$ cat config.mk
export PLATFORM = sky130hd
export DESIGN_NAME = btn_debounce
export DESIGN_NICKNAME = d
export VERILOG_FILES = /design/src/rtl/btn_debounce_pkg.sv /design/src/rtl/btn_debounce_chan.sv /design/src/rtl/btn_debounce.sv
export SDC_FILE = /design/constraint.sdc
export NUM_CORES = 1
export LEC_CHECK = 0
export CELL_PAD_IN_SITES_DETAIL_PLACEMENT = 0
export CELL_PAD_IN_SITES_GLOBAL_PLACEMENT = 1
export CORE_UTILIZATION = 42
export DETAILED_ROUTE_END_ITERATION = 10
export PLACE_DENSITY = 0.8
export SYNTH_ARGS = -nofsm -noshare
export SYNTH_HDL_FRONTEND = slang
export SYNTH_HIERARCHICAL = 1
export SYNTH_SLANG_ARGS = --single-unit
$ cat constraint.sdc
create_clock -name clk -period 3.05 [get_ports clk]
set_clock_uncertainty 0.15 [all_clocks]
set_input_delay 0.61 -clock clk [delete_from_list [all_inputs] [get_ports clk]]
set_output_delay 0.61 -clock clk [all_outputs]
set_load 0.01 [all_outputs]
$ cat src/rtl/btn_debounce_pkg.sv
// Shared constants and types for the button debouncer.
// Channel indices, default parameters and the per-channel FSM state.
package btn_debounce_pkg;

    localparam int BTN_A_IDX = 0;
    localparam int BTN_B_IDX = 1;

    localparam int DEF_SYNC_STAGES   = 2;
    localparam int DEF_STABLE_CYCLES = 4;
    localparam int DEF_GLITCH_W      = 8;

    typedef enum logic {
        IDLE    = 1'b0,
        PENDING = 1'b1
    } deb_state_t;

endpackage

$ cat src/rtl/btn_debounce_chan.sv
// One debounce channel: synchroniser, stability FSM, edge pulses.
// glitch is a same-cycle event flag consumed by the parent's counter.
module debounce_chan
    import btn_debounce_pkg::*;
#(
    parameter int SYNC_STAGES   = DEF_SYNC_STAGES,
    parameter int STABLE_CYCLES = DEF_STABLE_CYCLES
) (
    input  logic clk,
    input  logic reset,
    input  logic raw,
    output logic lvl,
    output logic rise,
    output logic fall,
    output logic glitch
);

    localparam int CW = (STABLE_CYCLES > 1) ? $clog2(STABLE_CYCLES) : 1;
    localparam logic [CW-1:0] CNT_LAST = CW'(STABLE_CYCLES - 1);

    logic [SYNC_STAGES-1:0] sync_q, sync_d;
    deb_state_t             state_q, state_d;
    logic [CW-1:0]          cnt_q, cnt_d;
    logic                   lvl_q, lvl_d;
    logic                   rise_q, rise_d;
    logic                   fall_q, fall_d;
    logic                   s;
    logic                   accept;

    assign s = sync_q[SYNC_STAGES-1];

    // Shift the raw input through the synchroniser chain.
    always_comb begin
        sync_d = {sync_q[SYNC_STAGES-2:0], raw};
    end

    // Stability FSM: accept a new level only after it persists.
    always_comb begin
        state_d = state_q;
        cnt_d   = cnt_q;
        lvl_d   = lvl_q;
        accept  = 1'b0;
        glitch  = 1'b0;
        unique case (state_q)
            IDLE: begin
                if (s != lvl_q) begin
                    if (STABLE_CYCLES == 1) begin
                        accept = 1'b1;
                    end else begin
                        cnt_d   = CW'(1);
                        state_d = PENDING;
                    end
                end
            end
            PENDING: begin
                if (s == lvl_q) begin
                    glitch  = 1'b1;
                    cnt_d   = '0;
                    state_d = IDLE;
                end else if (cnt_q == CNT_LAST) begin
                    accept  = 1'b1;
                    cnt_d   = '0;
                    state_d = IDLE;
                end else begin
                    cnt_d = cnt_q + CW'(1);
                end
            end
            default: begin
                cnt_d   = '0;
                state_d = IDLE;
            end
        endcase
        if (accept) begin
            lvl_d = s;
        end
        rise_d = accept & s;
        fall_d = accept & ~s;
    end

    // State register with synchronous reset.
    always_ff @(posedge clk) begin
        if (reset) begin
            sync_q  <= '0;
            state_q <= IDLE;
            cnt_q   <= '0;
            lvl_q   <= 1'b0;
            rise_q  <= 1'b0;
            fall_q  <= 1'b0;
        end else begin
            sync_q  <= sync_d;
            state_q <= state_d;
            cnt_q   <= cnt_d;
            lvl_q   <= lvl_d;
            rise_q  <= rise_d;
            fall_q  <= fall_d;
        end
    end

    assign lvl  = lvl_q;
    assign rise = rise_q;
    assign fall = fall_q;

endmodule

$ cat src/rtl/btn_debounce.sv
// Multi-channel button debouncer with a saturating glitch counter.
// Bit 0 is channel a, bit 1 is channel b.
module btn_debounce
    import btn_debounce_pkg::*;
#(
    parameter int N_BTN         = 2,
    parameter int SYNC_STAGES   = DEF_SYNC_STAGES,
    parameter int STABLE_CYCLES = DEF_STABLE_CYCLES,
    parameter int GLITCH_W      = DEF_GLITCH_W
) (
    input  logic                clk,
    input  logic                reset,
    input  logic [N_BTN-1:0]    btn_raw,
    output logic [N_BTN-1:0]    btn,
    output logic [N_BTN-1:0]    btn_rise,
    output logic [N_BTN-1:0]    btn_fall,
    output logic [GLITCH_W-1:0] glitch_cnt
);

    localparam int SW = GLITCH_W + $clog2(N_BTN + 1);
    localparam logic [SW-1:0] SAT = SW'({GLITCH_W{1'b1}});

    logic [N_BTN-1:0]    glitch;
    logic [GLITCH_W-1:0] glitch_cnt_q, glitch_cnt_d;
    logic [SW-1:0]       sum;

    for (genvar i = 0; i < N_BTN; i++) begin : g_chan
        debounce_chan #(
            .SYNC_STAGES  (SYNC_STAGES),
            .STABLE_CYCLES(STABLE_CYCLES)
        ) u_chan (
            .clk   (clk),
            .reset (reset),
            .raw   (btn_raw[i]),
            .lvl   (btn[i]),
            .rise  (btn_rise[i]),
            .fall  (btn_fall[i]),
            .glitch(glitch[i])
        );
    end

    // Add this cycle's glitch events and clamp at the counter maximum.
    always_comb begin
        sum = SW'(glitch_cnt_q);
        for (int i = 0; i < N_BTN; i++) begin
            sum = sum + SW'(glitch[i]);
        end
        if (sum > SAT) begin
            glitch_cnt_d = '1;
        end else begin
            glitch_cnt_d = sum[GLITCH_W-1:0];
        end
    end

    // Glitch counter register with synchronous reset.
    always_ff @(posedge clk) begin
        if (reset) begin
            glitch_cnt_q <= '0;
        end else begin
            glitch_cnt_q <= glitch_cnt_d;
        end
    end

    assign glitch_cnt = glitch_cnt_q;

endmodule

==> impl_metrics.toml, run 1 <==
[timing]
finalHoldViolations = 0
fin_tns_setup_ps = 0
fin_crit_sh = 0.744
rsz0062_at_grt = "false"
slew_viol_final = 0
setup_viol = 0
setup_ws_ps = 780
slew_headroom = 0.737
max_freq_mhz = 441
worstMarginPinSlew_ps = 392
fin_crit_ps = 2270

[synth]
ys_warn_count = 6
netlist_instances = 92
synth_edf_count = 0
avgSynthCellArea_um2 = 11.1
synth_area_um2 = 1020
synth_seq_area_share = 0.471
synth-seq-cells = 24
ys.flop_type = "dfxtp_1"
synth_nets = 100
synthArstFlopShare = 0
ys_types = 32

[drt]
routed_wl_um = 1720
drt_iter0_markers = 2
final_antenna_net_count = 0
vias = 732
avgRoutedWirePerCell_um = 12.3
viasPerCell = 5.27
drtPass1Iterations = 2
drt_drc_violations_left = 0

[power]
ir_drop_mv = 0.438
combinationalPowerShare = 0.042
switchingPower_w = 0.000105
clockPowerShare = 0.390
sw_frac_of_total = 0.185
p_seq_frac = 0.568
p_leak_nw = 0.462
cellInternalPower_w = 0.000465
p_total_w = 0.000571
powerDensity_nw_per_um2 = 453

[layout]
final_common_cell = "dfxtp_1"
synthToLayoutAreaGrowth_pct = 23.4
final_util = 0.559
final_nets = 120
nFillCells = 217
mostFrequentLayoutCells = "dfxtp_1 (24), clkdlybuf4s50_1 (17), a21oi_1 (7)"
antennaDiodeCount = 0
final_cell_area_um2 = 1260
drive_gt1_frac = 0.135

[critical_path]
slowest_stage = "fa_1"
rrSetupSlack_ps = 780
cpPeakStageDelay_ps = 430
arrival_ps = 2360
cp-end-kind = "flop"
cp_cell_sequence = "xnor2_1 -> and2_1 -> fa_1 -> ha_1 -> and3_4 -> nor3b_2 -> a211oi_2"
reg2reg_depth = 7
path_max_fanout = 5
path_class = "flop to flop"
required_ps = 3140
r2r_start = "g_chan[0].u_chan/lvl"
rr_endpoint = "glitch_cnt[6]"
start_kind = "flop"

[place]
placed_cell_area_um2 = 1210
pre_cts_ws_ps = 800
gp_congestion = 0.785
hpwl_um = 1220
portBuffers = 17

[clocking]
numCtsBuffers = 3
cts_tree = "yes"
postCtsHoldBufs = 0
clockBufferDepth = 2
clock-sinks = 24
clk_pin_slew_ps = 120
ctsResizeCount = 0
root_buffer = "clkbuf_4"
ctsHtreeMaxLevel = 1
clkLatencyLatePin_ps = 310
postCtsSetupBuffers = 0

[min_path]
hold_path_end = "g_chan[1].u_chan/sync_q[1]"
hold_path_class = "flop to flop"
worstHoldStart = "g_chan[1].u_chan/sync_q[0]"
whs_path_depth = 1

[die]
die_h_um = 51.3
start_util = 0.453
die_area_um2 = 2630
die_w_um = 51.3
rows = 17
ios = 18
core_um2 = 2250

[run]
maxCapViolCount = 0

[run_status]
status = "complete, no violations"

[grt]
grt_pass1_wl_um = 3070
grtUsageTotal = 0.155
first_global_vias = 697
grt_max_degree = 27
gr-total-overflow = 0
antenna_found_initial = 0
-- worst max path at each step --
stage | start | to | slack (ps) | cells after the start
detailed placement | g_chan[0].u_chan/lvl | glitch_cnt[6] | 800 | 7
global route | g_chan[0].u_chan/lvl | glitch_cnt[6] | 660 | 7
CTS | g_chan[0].u_chan/lvl | glitch_cnt[6] | 770 | 7
finish | g_chan[0].u_chan/lvl | glitch_cnt[6] | 780 | 7
floorplan | g_chan[0].u_chan/lvl | glitch_cnt[6] | 870 | 7
global placement | g_chan[0].u_chan/lvl | glitch_cnt[6] | 850 | 7
-- power by group through the flow --
| stage | Sequential (W) | Combinational (W) | Clock, W |
|---|---|---|---|
| after CTS | 0.000325 | 0.0000242 | 0.000234 |
| after global placement | 0.000331 | 0.0000239 | 0 |
| after floorplan | 0.000331 | 0.0000164 | 0 |
| after global routing | 0.000326 | 0.0000266 | 0.000247 |
| final | 0.000324 | 0.0000239 | 0.000223 |
| after detailed placement | 0.000331 | 0.0000241 | 0 |
-- cell type report --
type	instances	area, µm²	share of cell area
Inverter	4	15.0	0.0119
Timing Repair Buffer	18	178	0.141
Multi-Input combinational cell	61	499	0.396
Clock buffer	3	22.5	0.0179
Sequential cell	24	480	0.381
Clock inverter	1	30.0	0.0238
Tap cell	28	35.0	0.0278
-- metal layers --
| metal | global-route usage | share of wire |
|---|---|---|
| met5 | 0 | 0 |
| met1 | 0.206 | 0.52 |
| met4 | 0.0405 | 0.0082 |
| met3 | 0.0536 | 0.040 |
| met2 | 0.239 | 0.43 |
-- synth_stat cells, drive strengths merged, types with 2 or more instances --
cell    instances  share of area
dfxtp          24           0.47
a21oi           7          0.034
nor4b           5          0.043
and2b           4          0.034
inv             4          0.015
nand3           4          0.025
nor3b           4          0.034
xnor2           4          0.034
a211oi          3          0.027
and2            3          0.020
ha              3          0.037
nand2           3          0.011
a21bo           2          0.020
a31oi           2          0.012
and3            2          0.017
buf             2          0.022
mux2i           2          0.020
nand3b          2          0.015
nand4           2          0.027
o21a            2          0.015
o21bai          2          0.015
or3b            2          0.017
-- worst max-delay path: cells and delay by family (launching register included) --
kind,cells,cell delay (ps)
AO/OA/AOI/OAI,1,210
adder cells (fa/ha/maj),2,690
flip-flops,1,420
AND/OR/NAND/NOR,3,570
XOR/XNOR,1,160
-- sequential cells by signal (all words and copies together), names as in the netlist --
register and flops:
g_chan.u_chan/cnt_q 4, g_chan.u_chan/fall 2, g_chan.u_chan/lvl 2, g_chan.u_chan/rise 2
g_chan.u_chan/state_q 2, g_chan.u_chan/sync_q 4, glitch_cnt 8
-- per-stage QoR --
step	cells	hold WS [ps]
floorplan	92	278
global route	139	344
finish	139	315
global placement	135	285
CTS	139	319
detailed placement	135	288
-- kinds of logic (layout without fill, tap and decap cells) --
logic type,Yosys count,in the layout,synth area share
mux,2,2,0.0196
buf+inv,7,26,0.0404
xor+xnor,4,4,0.0343
simple gates,32,32,0.248
flops,24,24,0.471
compound gates,19,19,0.131
fa+ha+maj,4,4,0.0564
(Power assumes the default switching activity.)
==> run 2: changes to the inputs <==
--- a/config.mk
+++ b/config.mk
@@ -7,9 +7,9 @@
 export LEC_CHECK = 0
 export CELL_PAD_IN_SITES_DETAIL_PLACEMENT = 0
 export CELL_PAD_IN_SITES_GLOBAL_PLACEMENT = 1
-export CORE_UTILIZATION = 42
+export CORE_UTILIZATION = 35
 export DETAILED_ROUTE_END_ITERATION = 10
-export PLACE_DENSITY = 0.8
+export PLACE_DENSITY = 0.71
 export SYNTH_ARGS = -nofsm -noshare
 export SYNTH_HDL_FRONTEND = slang
 export SYNTH_HIERARCHICAL = 1
==> constraint.sdc (replaced) <==
create_clock -name clk -period 2 [get_ports clk]
set_clock_uncertainty 0.15 [all_clocks]
set_input_delay 0.4 -clock clk [delete_from_list [all_inputs] [get_ports clk]]
set_output_delay 0.4 -clock clk [all_outputs]
set_load 0.01 [all_outputs]
==> impl_metrics.toml, run 2 (same netlist as run 1, synthesis figures left out) <==
[run_status]
status = "complete, no violations"

[die]
core_um2 = 2760
ios = 18
die_w_um = 56.0
start_util = 0.370
die_area_um2 = 3140
rows = 19
die_h_um = 56.0

[grt]
antenna_found_initial = 0
grt_pass1_wl_um = 3100
gr-total-overflow = 0
grt_max_degree = 16
first_global_vias = 715
grtUsageTotal = 0.128

[place]
gp_congestion = 0.741
hpwl_um = 1430
portBuffers = 17

[drt]
avgRoutedWirePerCell_um = 12.3
final_antenna_net_count = 0
drt_iter0_markers = 18
drtPass1Iterations = 4
vias = 776
routed_wl_um = 1920
drt_drc_violations_left = 0
viasPerCell = 4.97

[power]
ir_drop_mv = 0.325
p_seq_frac = 0.659
cellInternalPower_w = 0.000587
clockPowerShare = 0.273
combinationalPowerShare = 0.068
p_leak_nw = 0.529
p_total_w = 0.000749
sw_frac_of_total = 0.216
switchingPower_w = 0.000162
powerDensity_nw_per_um2 = 538

[clocking]
clockBufferDepth = 2
cts_tree = "yes"
clkLatencyLatePin_ps = 300
ctsHtreeMaxLevel = 1
clk_pin_slew_ps = 120
numCtsBuffers = 3
clock-sinks = 24
root_buffer = "clkbuf_4"

[critical_path]
start_kind = "flop"
cp-end-kind = "flop"
cp_cell_sequence = "xnor2_2 -> and2_4 -> fa_2 -> ha_4 -> and3_4 -> nor3b_2 -> a211oi_2"
required_ps = 2080
path_class = "flop to flop"
cpPeakStageDelay_ps = 390
rrSetupSlack_ps = 60
slowest_stage = "fa_2"
arrival_ps = 2020
path_max_fanout = 5

[layout]
final_common_cell = "dfxtp_1"
drive_gt1_frac = 0.320
largest_reg_flops = 8
mostFrequentLayoutCells = "dfxtp_1 (20), clkdlybuf4s50_1 (17), buf_4 (16)"
final_nets = 135
synthToLayoutAreaGrowth_pct = 36.4
antennaDiodeCount = 0

[timing]
setup_viol = 0
worstMarginPinSlew_ps = 268
fin_crit_ps = 1940
fin_crit_sh = 0.970
slew_headroom = 0.819
whs_ps = 317
max_freq_mhz = 515
finalHoldViolations = 0
fin_tns_setup_ps = 0
slew_viol_final = 0
rsz0062_at_grt = "false"

[min_path]
hold_path_class = "flop to flop"

[run]
maxCapViolCount = 0
-- run 2: cell count changes in the layout (fill, tap and decap cells not counted), sizes merged --
cell,delta
buf,+15
bufinv,-1
-- run 2: power by group through the flow --
stage / combinational [W] / sequential (W) / clock, W
after detailed placement: 0.0000497 / 0.000504 / 0
after floorplan: 0.0000269 / 0.000505 / 0
after global routing: 0.0000554 / 0.000495 / 0.000238
final: 0.0000509 / 0.000494 / 0.000205
after global placement: 0.0000489 / 0.000504 / 0
after CTS: 0.0000507 / 0.000494 / 0.000217
-- run 2: metal layers --
| layer | GRT usage | vias to the layer above | wire, µm |
|---|---|---|---|
| met5 | 0 | - | 0 |
| met4 | 0.0627 | 0 | 17 |
| met3 | 0.0302 | 2 | 59 |
| met2 | 0.196 | 10 | 852 |
| met1 | 0.168 | 363 | 993 |
| li1 | - | 401 | - |
-- run 2: worst max-delay path: cells and delay by family, from the launching register on --
kind	cells	cell delay, ps
flip-flops	1	350
AND/OR/NAND/NOR	3	500
XOR/XNOR	1	130
adder cells (fa/ha/maj)	2	570
AO/OA/AOI/OAI	1	170
-- run 2: area by class of cell --
class / count / area [µm²]
clock buffers: 3 / 22.5
repair buffers: 33 / 290
well taps: 31 / 38.8
multi-input cells: 61 / 541
flip-flops and latches: 24 / 485
fillers: 260 / 1370
inverters: 4 / 15.0
-- run 2: final timing paths --
path / endpoint / cells past startpoint / start
hold / removal: g_chan[1].u_chan/sync_q[1] / 1 / g_chan[1].u_chan/sync_q[0]
hold reg to reg: g_chan[1].u_chan/sync_q[1] / 1 / g_chan[1].u_chan/sync_q[0]
setup / recovery: glitch_cnt[6] / 7 / g_chan[1].u_chan/sync_q[1]
setup reg to reg: glitch_cnt[6] / 7 / g_chan[1].u_chan/sync_q[1]
-- run 2: stage by stage --
step	utilization	setup slack [ps]	cells	cell area, µm²
2_1_floorplan	-	0.443	92	1060
3_3_place_gp	0.493	71.2	153	1360
3_5_place_dp	0.493	25.1	153	1360
4_1_cts	0.502	17.6	156	1390
5_1_grt	0.505	6.29	156	1390
6_report	0.505	59.5	156	1390
-- run 2: what timing repair did --
item	in CTS	in global routing
pin swaps	2	8
hold buffers	0	0
buffers inserted	0	1
resized for setup	2	2
setup endpoints to repair	1	3
